**src/rtl/div_arbiter.sv**
```systemverilog
// div_arbiter: round-robin arbiter multiplexing NREQ requesters onto one shared divider.
// Optional WAIT watchdog is compiled in when DIV_ARB_TIMEOUT_EN is defined.
module div_arbiter #(
    parameter int unsigned SIZE    = 4,
    parameter int unsigned NREQ    = 4,
    parameter int unsigned TIMEOUT = 255
) (
    input  logic                 clk,
    input  logic                 rst_n,
    input  logic [NREQ-1:0]      req,
    input  logic [NREQ*SIZE-1:0] req_a,
    input  logic [NREQ*SIZE-1:0] req_b,
    output logic [NREQ-1:0]      gnt,
    output logic [NREQ-1:0]      done,
    output logic [SIZE-1:0]      res_m,
    output logic [9:0]           res_f,
    output logic                 res_err,
    output logic                 div_start,
    output logic [SIZE-1:0]      div_a,
    output logic [SIZE-1:0]      div_b,
    input  logic                 div_done,
    input  logic [SIZE-1:0]      div_m,
    input  logic [9:0]           div_f,
    input  logic                 div_err
);
    localparam int unsigned IW = $clog2(NREQ);

    if (NREQ < 2 || NREQ > 8 || TIMEOUT < 1) begin : g_bad_cfg
        $error("div_arbiter: NREQ must be 2..8 and TIMEOUT nonzero");
    end

    typedef enum logic [1:0] {StIdle, StIssue, StWait, StReturn} state_e;

    state_e        state_q;
    logic [IW-1:0] last_q;
    logic [IW-1:0] win_q;
    logic [IW-1:0] pick;
    logic          any_req;

`ifdef DIV_ARB_TIMEOUT_EN
    localparam int unsigned CW = $clog2(TIMEOUT + 1);
    logic [CW-1:0] wait_cnt_q;
`endif

    // Search starts just above the last served requester, wrapping at NREQ.
    always_comb begin
        logic [IW-1:0] idx;
        idx     = '0;
        pick    = last_q;
        any_req = 1'b0;
        for (int k = 1; k <= int'(NREQ); k++) begin
            idx = IW'((int'(last_q) + k) % int'(NREQ));
            if (!any_req && req[idx]) begin
                any_req = 1'b1;
                pick    = idx;
            end
        end
    end

    always_ff @(posedge clk or negedge rst_n) begin
        if (!rst_n) begin
            state_q   <= StIdle;
            last_q    <= IW'(NREQ - 1);
            win_q     <= '0;
            gnt       <= '0;
            done      <= '0;
            div_start <= 1'b0;
            div_a     <= '0;
            div_b     <= '0;
            res_m     <= '0;
            res_f     <= '0;
            res_err   <= 1'b0;
`ifdef DIV_ARB_TIMEOUT_EN
            wait_cnt_q <= '0;
`endif
        end else begin
            done      <= '0;
            div_start <= 1'b0;
            unique case (state_q)
                StIdle: begin
                    if (any_req) begin
                        win_q     <= pick;
                        gnt[pick] <= 1'b1;
                        div_a     <= req_a[pick*SIZE +: SIZE];
                        div_b     <= req_b[pick*SIZE +: SIZE];
                        div_start <= (req_b[pick*SIZE +: SIZE] != '0);
                        state_q   <= StIssue;
                    end
                end
                StIssue: begin
                    if (div_b != '0) begin
                        state_q <= StWait;
`ifdef DIV_ARB_TIMEOUT_EN
                        wait_cnt_q <= '0;
`endif
                    end else begin
                        // Divide by zero never reaches the divider.
                        res_m       <= '0;
                        res_f       <= '0;
                        res_err     <= 1'b1;
                        div_a       <= '0;
                        div_b       <= '0;
                        done[win_q] <= 1'b1;
                        state_q     <= StReturn;
                    end
                end
                StWait: begin
                    if (div_done) begin
                        res_m       <= div_m;
                        res_f       <= div_f;
                        res_err     <= div_err;
                        div_a       <= '0;
                        div_b       <= '0;
                        done[win_q] <= 1'b1;
                        state_q     <= StReturn;
                    end
`ifdef DIV_ARB_TIMEOUT_EN
                    else if (wait_cnt_q == CW'(TIMEOUT - 1)) begin
                        res_m       <= '0;
                        res_f       <= '0;
                        res_err     <= 1'b1;
                        div_a       <= '0;
                        div_b       <= '0;
                        done[win_q] <= 1'b1;
                        state_q     <= StReturn;
                    end else begin
                        wait_cnt_q <= wait_cnt_q + 1'b1;
                    end
`endif
                end
                StReturn: begin
                    gnt     <= '0;
                    last_q  <= win_q;
                    state_q <= StIdle;
                end
                default: state_q <= StIdle;
            endcase
        end
    end

endmodule

```
**config.mk**
```make
export PLATFORM = sky130hd
export DESIGN_NAME = div_arbiter
export DESIGN_NICKNAME = d
export VERILOG_FILES = /design/src/rtl/div_arbiter.sv
export SDC_FILE = /design/constraint.sdc
export NUM_CORES = 1
export LEC_CHECK = 0
export CORE_AREA = 4 4 71 73
export CTS_CLUSTER_SIZE = 30
export DETAILED_ROUTE_END_ITERATION = 8
export DIE_AREA = 0 0 75 77
export GPL_TIMING_DRIVEN = 0
export PLACE_DENSITY = 0.84
export SYNTH_ARGS = -nofsm -noshare
export SYNTH_HDL_FRONTEND = slang
export SYNTH_SLANG_ARGS = --single-unit
```
**constraint.sdc**
```tcl
create_clock -name clk -period 5.3 [get_ports clk]
set_input_delay 1.59 -clock clk [delete_from_list [all_inputs] [get_ports clk]]
set_output_delay 1.59 -clock clk [all_outputs]
set_load 0.02 [all_outputs]
```
======== Word-level counts from Yosys, hierarchy flattened ========
Cells that the tools add are included.
word-level totals
  word-level logic and storage cells ...... 96
  register bits ........................... 38
  output and inout bits ................... 32
operators by class
  mux-type cells .......................... 45
  shifts and indexed selects .............. 2
  $lt $le $gt $ge ......................... 8
  bitwise gates (word level) .............. 1
  add/subtract/negate cells ............... 4
  reduce and logical (&&, ||, !) cells .... 19
  equality and inequality tests ........... 6
operators by type and width
  kind                   count
  $mux W4                8
  $shiftx A16 B5 Y4      2
  $pmux W4 S2            3
  $pmux W4 S3            2
  $mux W10               2
  $pmux W10 S2           1
  $lt A2 B3 Y1 const B   6
  $mux W1                15
  $mux W2                6
  $bmux W1 S2            4
  $pmux W2 S4            1
  $reduce_bool A4 Y1     2
  $ne A2 B2 Y1 const B   3
  $reduce_and A2 Y1      3
  $logic_and A1 B1 Y1    5
  $add A2 B1 Y2 const B  2
  $add A2 B2 Y2 const B  2
  $demux W1 S2           2
  $eq A2 B2 Y1 const B   2
  $ge A2 B1 Y1 const B   2
  $or A4 B4 Y4           1
  $reduce_and A4 Y1      1
  $reduce_bool A2 Y1     2
  $logic_not A1 Y1       3
  5 further kinds        5

======== Logic depth before layout (Yosys ltp) ========
  depth in word-level cells ............... 20
  mapped depth ............................ 7

======== Least setup slack after synthesis ========
No wires, ideal clock.
  path type ............................... input to register
  start ................................... input port req[2]
  end ..................................... register div_a[2]
  data required time ...................... 5179 ps
  library setup time ...................... 121 ps
  data arrival time ....................... 2717 ps
  stages .................................. 6
  path buffers ............................ 1
  setup slack ............................. 2462 ps
  path through ............................ mux2i_1 -> a221oi_2 -> buf_4 -> mux2i_1 -> mux2i_1 -> a22o_1
between the ends
  cells in the longest elaborated chain, start to end .. 15
  elaborated cells between the ends (all ways) .. 27
RTL lines
  element                        line  RTL
  start, declared                10    input logic [NREQ-1:0] req,
  $bmux W1 S2                    53    if (!any_req && req[idx]) begin
  $mux W1 (implied by the code)  53
  $mux W1                        53
  $logic_not A1 Y1               53
  $logic_and A1 B1 Y1            53
  $mux W1                        53
  $logic_not A1 Y1               53
  $logic_and A1 B1 Y1            53
  $mux W1                        53
  $logic_not A1 Y1               53
  $logic_and A1 B1 Y1            53
  $mux W2                        53
  $shiftx A16 B5 Y4              84    div_a <= req_a[pick*SIZE +: SIZE];
  $mux W4                        81    if (any_req) begin
  $pmux W4 S3                    79    unique case (state_q)
  end signal, assigned           84
  end, declared                  19    output logic [SIZE-1:0] div_a,
Parallel ways exist; a longest one is shown, timed or not. The select of a mux whose other input is x is not followed.
A chain may end at the register's enable or synchronous reset.

======== Final worst setup path ========
  start ................................... input port req[1]
  end ..................................... register div_a[3]
Same word-level chain as after synthesis.

==> key figures <==
Synth
  – Yosys Warn Count: 0
  – Cell variety after synth: 35
  – Post-synth EDFFs: 0
  – Synth Net Count: 225
  – Syn avg cell area: ~11 sq um
  – Cells after Synth: 167
  – Top-area cell type share of the netlist area: approximately 48%
  – Primary FF master, synth: dfrtp_1
  – Synth area leader: dfrtp_1
  – Asr flop ratio synth: 100%
  – Cell area after synthesis: about 0.0019 sq mm
  – Sequential element share of the synthesized area: 51.2%
  – Largest cells by area after synthesis: dfrtp_1, a22o_1, mux2i_1
  – Yosys reg bits: 38

Drt
  – WL met3: ~290 um
  – DR WL met2: between 2000 and 2500 um
  – DR pass1 iterations: 4
  – Wl on met1: roughly 1900 um
  – Top sig layer: met4
  – Wire per inst: 14.9 um
  – DR DRC count: 0
  – DR iter-0 viols: 83
  – Vias post-DR: roughly 1600
  – Routed WL: 4640 um
  – Via density per instance: 5.16
  – Antenna viol nets, final: 0

Power and ir drop
  – Power density over the cells: 515 mW/mm^2
  – Leakage power: 1.27 nW
  – Max VDD drop: about 0.22 mV

Setup path
  – CP Capture Type: flop
  – CP top delay family: compound AO/OA/AOI/OAI gates
  – Crit Path Class: in2reg
  – CP startpoint kind: input port
  – Slowest-stage cell, CP: nor4_1
  – Critical Path RT: 5.47 ns
  – Bufs and invs on worst path: 1
  – Worst-path cell chain: clkdlybuf4s50_1 -> nor4_1 -> a21boi_1 -> o311ai_1 -> nor2_1 -> a22o_1
  – Largest stage delay, worst path: 0.53 ns
  – Critical-path maximum fanout: 10
  – Crit path DAT: 3.63 ns

Clock network
  – Cts hold-fix bufs: 0
  – Post_cts resized: 0
  – Later-pin clock latency in the skew report: about 0.28 ns
  – H-tree depth: 2
  – TritonCTS buffer count: 5
  – Max Buffers Root-to-Sink: 2
  – Root Buffer: clkbuf_8
  – CTS tree: yes
  – CTS clk-pin slew, worst paths: 0.07 ns
  – CTS sink cnt: 38
  – Post-CTS setup buffer count: 0

Global route
  – Initial antenna violation count: 0
  – Largest net degree at the start of global routing: 39
  – First-pass GRT wire length: about 7400 um
  – Vias in the first global route: about 1600
  – Grt ovf: 0
  – Tot GR Track Use: 16.7%

Timing
  – Final setup fails: 0
  – Max Slew Vio Count: 0
  – Least-Margin Pin Slew: 1.11 ns
  – Worst setup margin: about 1.8 ns
  – Crit share post-route: 65.2%
  – Max-slew headroom: about a quarter
  – Highest Clock Rate: 0.289 GHz
  – Hold slack final: roughly 0.5 ns
  – Tmin final: 3.46 ns
  – Setup TNS: 0 ns
  – RSZ-0062 raised after global routing: false
  – Final hold violations: 0
  – Worst Skew: roughly 0.0021 ns

Placed design
  – DP HPWL: 3690 um
  – Pre-CTS setup slack: 1.60 ns
  – RePlAce Congestion: between 0.7 and 0.8
  – Input/output buffers: 85
  – Placed cells: 304

Final layout
  – Nets: 317
  – Final cell count without fillers: 312
  – Antenna diodes: 0
  – Commonest non-fill, non-tap cell in the layout: clkdlybuf4s50_1
  – Proportion of layout cells with a drive suffix above 1: 6.92%
  – Layout overhead on the synthesized area: 53.2%
  – Commonest cells after routing, fill and taps aside: clkdlybuf4s50_1, dfrtp_1, a22o_1, mux2i_1, nand2_1
  – Final core utilization: 65.5%

Status
  – Outcome: complete, no violations

Worst hold path
  – Hold WC Path Type: reg2reg

Die
  – Site Rows: 24
  – Initial Util: a little over two fifths
  – Die Y-Extent: 77 um
  – Die width: approximately 75 um
  – I/O pins: 86
  – Die Footprint: 0.00578 sq mm
  – Core Area: approximately 0.0044 sq mm

Flow run
  – Max_cap viols: 0
[stage by stage]
step                      cell area (sq um)  total power, mW
after CTS                              2850             1.48
after detailed placement               2770             1.30
final                                  2850             1.47
after floorplan                        1860            0.995
after global routing                   2850             1.58
after global placement                 2780             1.28
[where the power goes]
part           internal [mW]  switching [mW]  total (mW)
clock network         0.0933          0.0906       0.184
registers              0.397          0.0689       0.466
logic                  0.393           0.427       0.820
[per-layer routing]
metal | GRT usage (%) | up-vias
met5 | 0 | -
met4 | 4.98 | 0
met2 | 28.9 | 53
met3 | 4.05 | 8
met1 | 20.1 | 756
li1 | - | 793
[path summary, 6_finish.rpt]
check                                        from  slack (ns)  depth (start not counted)                endpoint
setup / recovery                           req[1]        1.84                          6    div_a[3]$_DFFE_PN0P_
hold / removal               res_f[1]$_DFFE_PN0P_        0.50                          1    res_f[1]$_DFFE_PN0P_
setup reg to reg           state_q[0]$_DFFE_PN0P_        2.96                          5    div_a[3]$_DFFE_PN0P_
hold reg to reg              res_f[1]$_DFFE_PN0P_        0.50                          1    res_f[1]$_DFFE_PN0P_
max in group asynchronous                   rst_n        3.39                          1  state_q[1]$_DFFE_PN0P_
min in group asynchronous                   rst_n        1.39                          1    res_f[4]$_DFFE_PN0P_
[kinds of logic after synthesis]
| group | synth area share, % |
|---|---|
| fa+ha+maj | 2.69 |
| compound gates | 20.8 |
| flops | 51.2 |
| simple gates | 10.9 |
| buf+inv | 3.49 |
| mux | 10.9 |
[synthesized netlist by cell type (3+ instances only)]
library cell	n
o21ai_1	9
nand2b_1	8
nor2b_1	3
ha_1	4
inv_1	6
a21oi_1	10
mux2i_1	18
nor2_1	4
nand2_1	16
a22o_1	22
dfrtp_1	36
[worst reg2reg max path: cells and delay by family, from the launching register on]
family / cells / cell delay (ns)
AO/OA/AOI/OAI: 2 / 1.21
adder cells (fa/ha/maj): 1 / 0.24
flip-flops: 1 / 0.44
buffers and inverters: 1 / 0.09
AND/OR/NAND/NOR: 1 / 0.24
[area by class of cell]
type / instances / area (sq um)
Sequential cell: 38 / 953
Inverter: 7 / 26.3
Buffer: 6 / 38.8
Clock buffer: 8 / 80.1
Fill cell: 352 / 1500
Tap cell: 52 / 65.1
Timing Repair Buffer: 85 / 846
Multi-Input combinational cell: 116 / 845
[flip-flops by register name, indices dropped and copies added (netlist names)]
register and cells:
gnt 4, done 4, win_q 2, state_q 2, last_q 2, div_b 4, div_start 1, res_f 10
res_err 1, div_a 4, res_m 4
(Power assumes the default switching activity.)
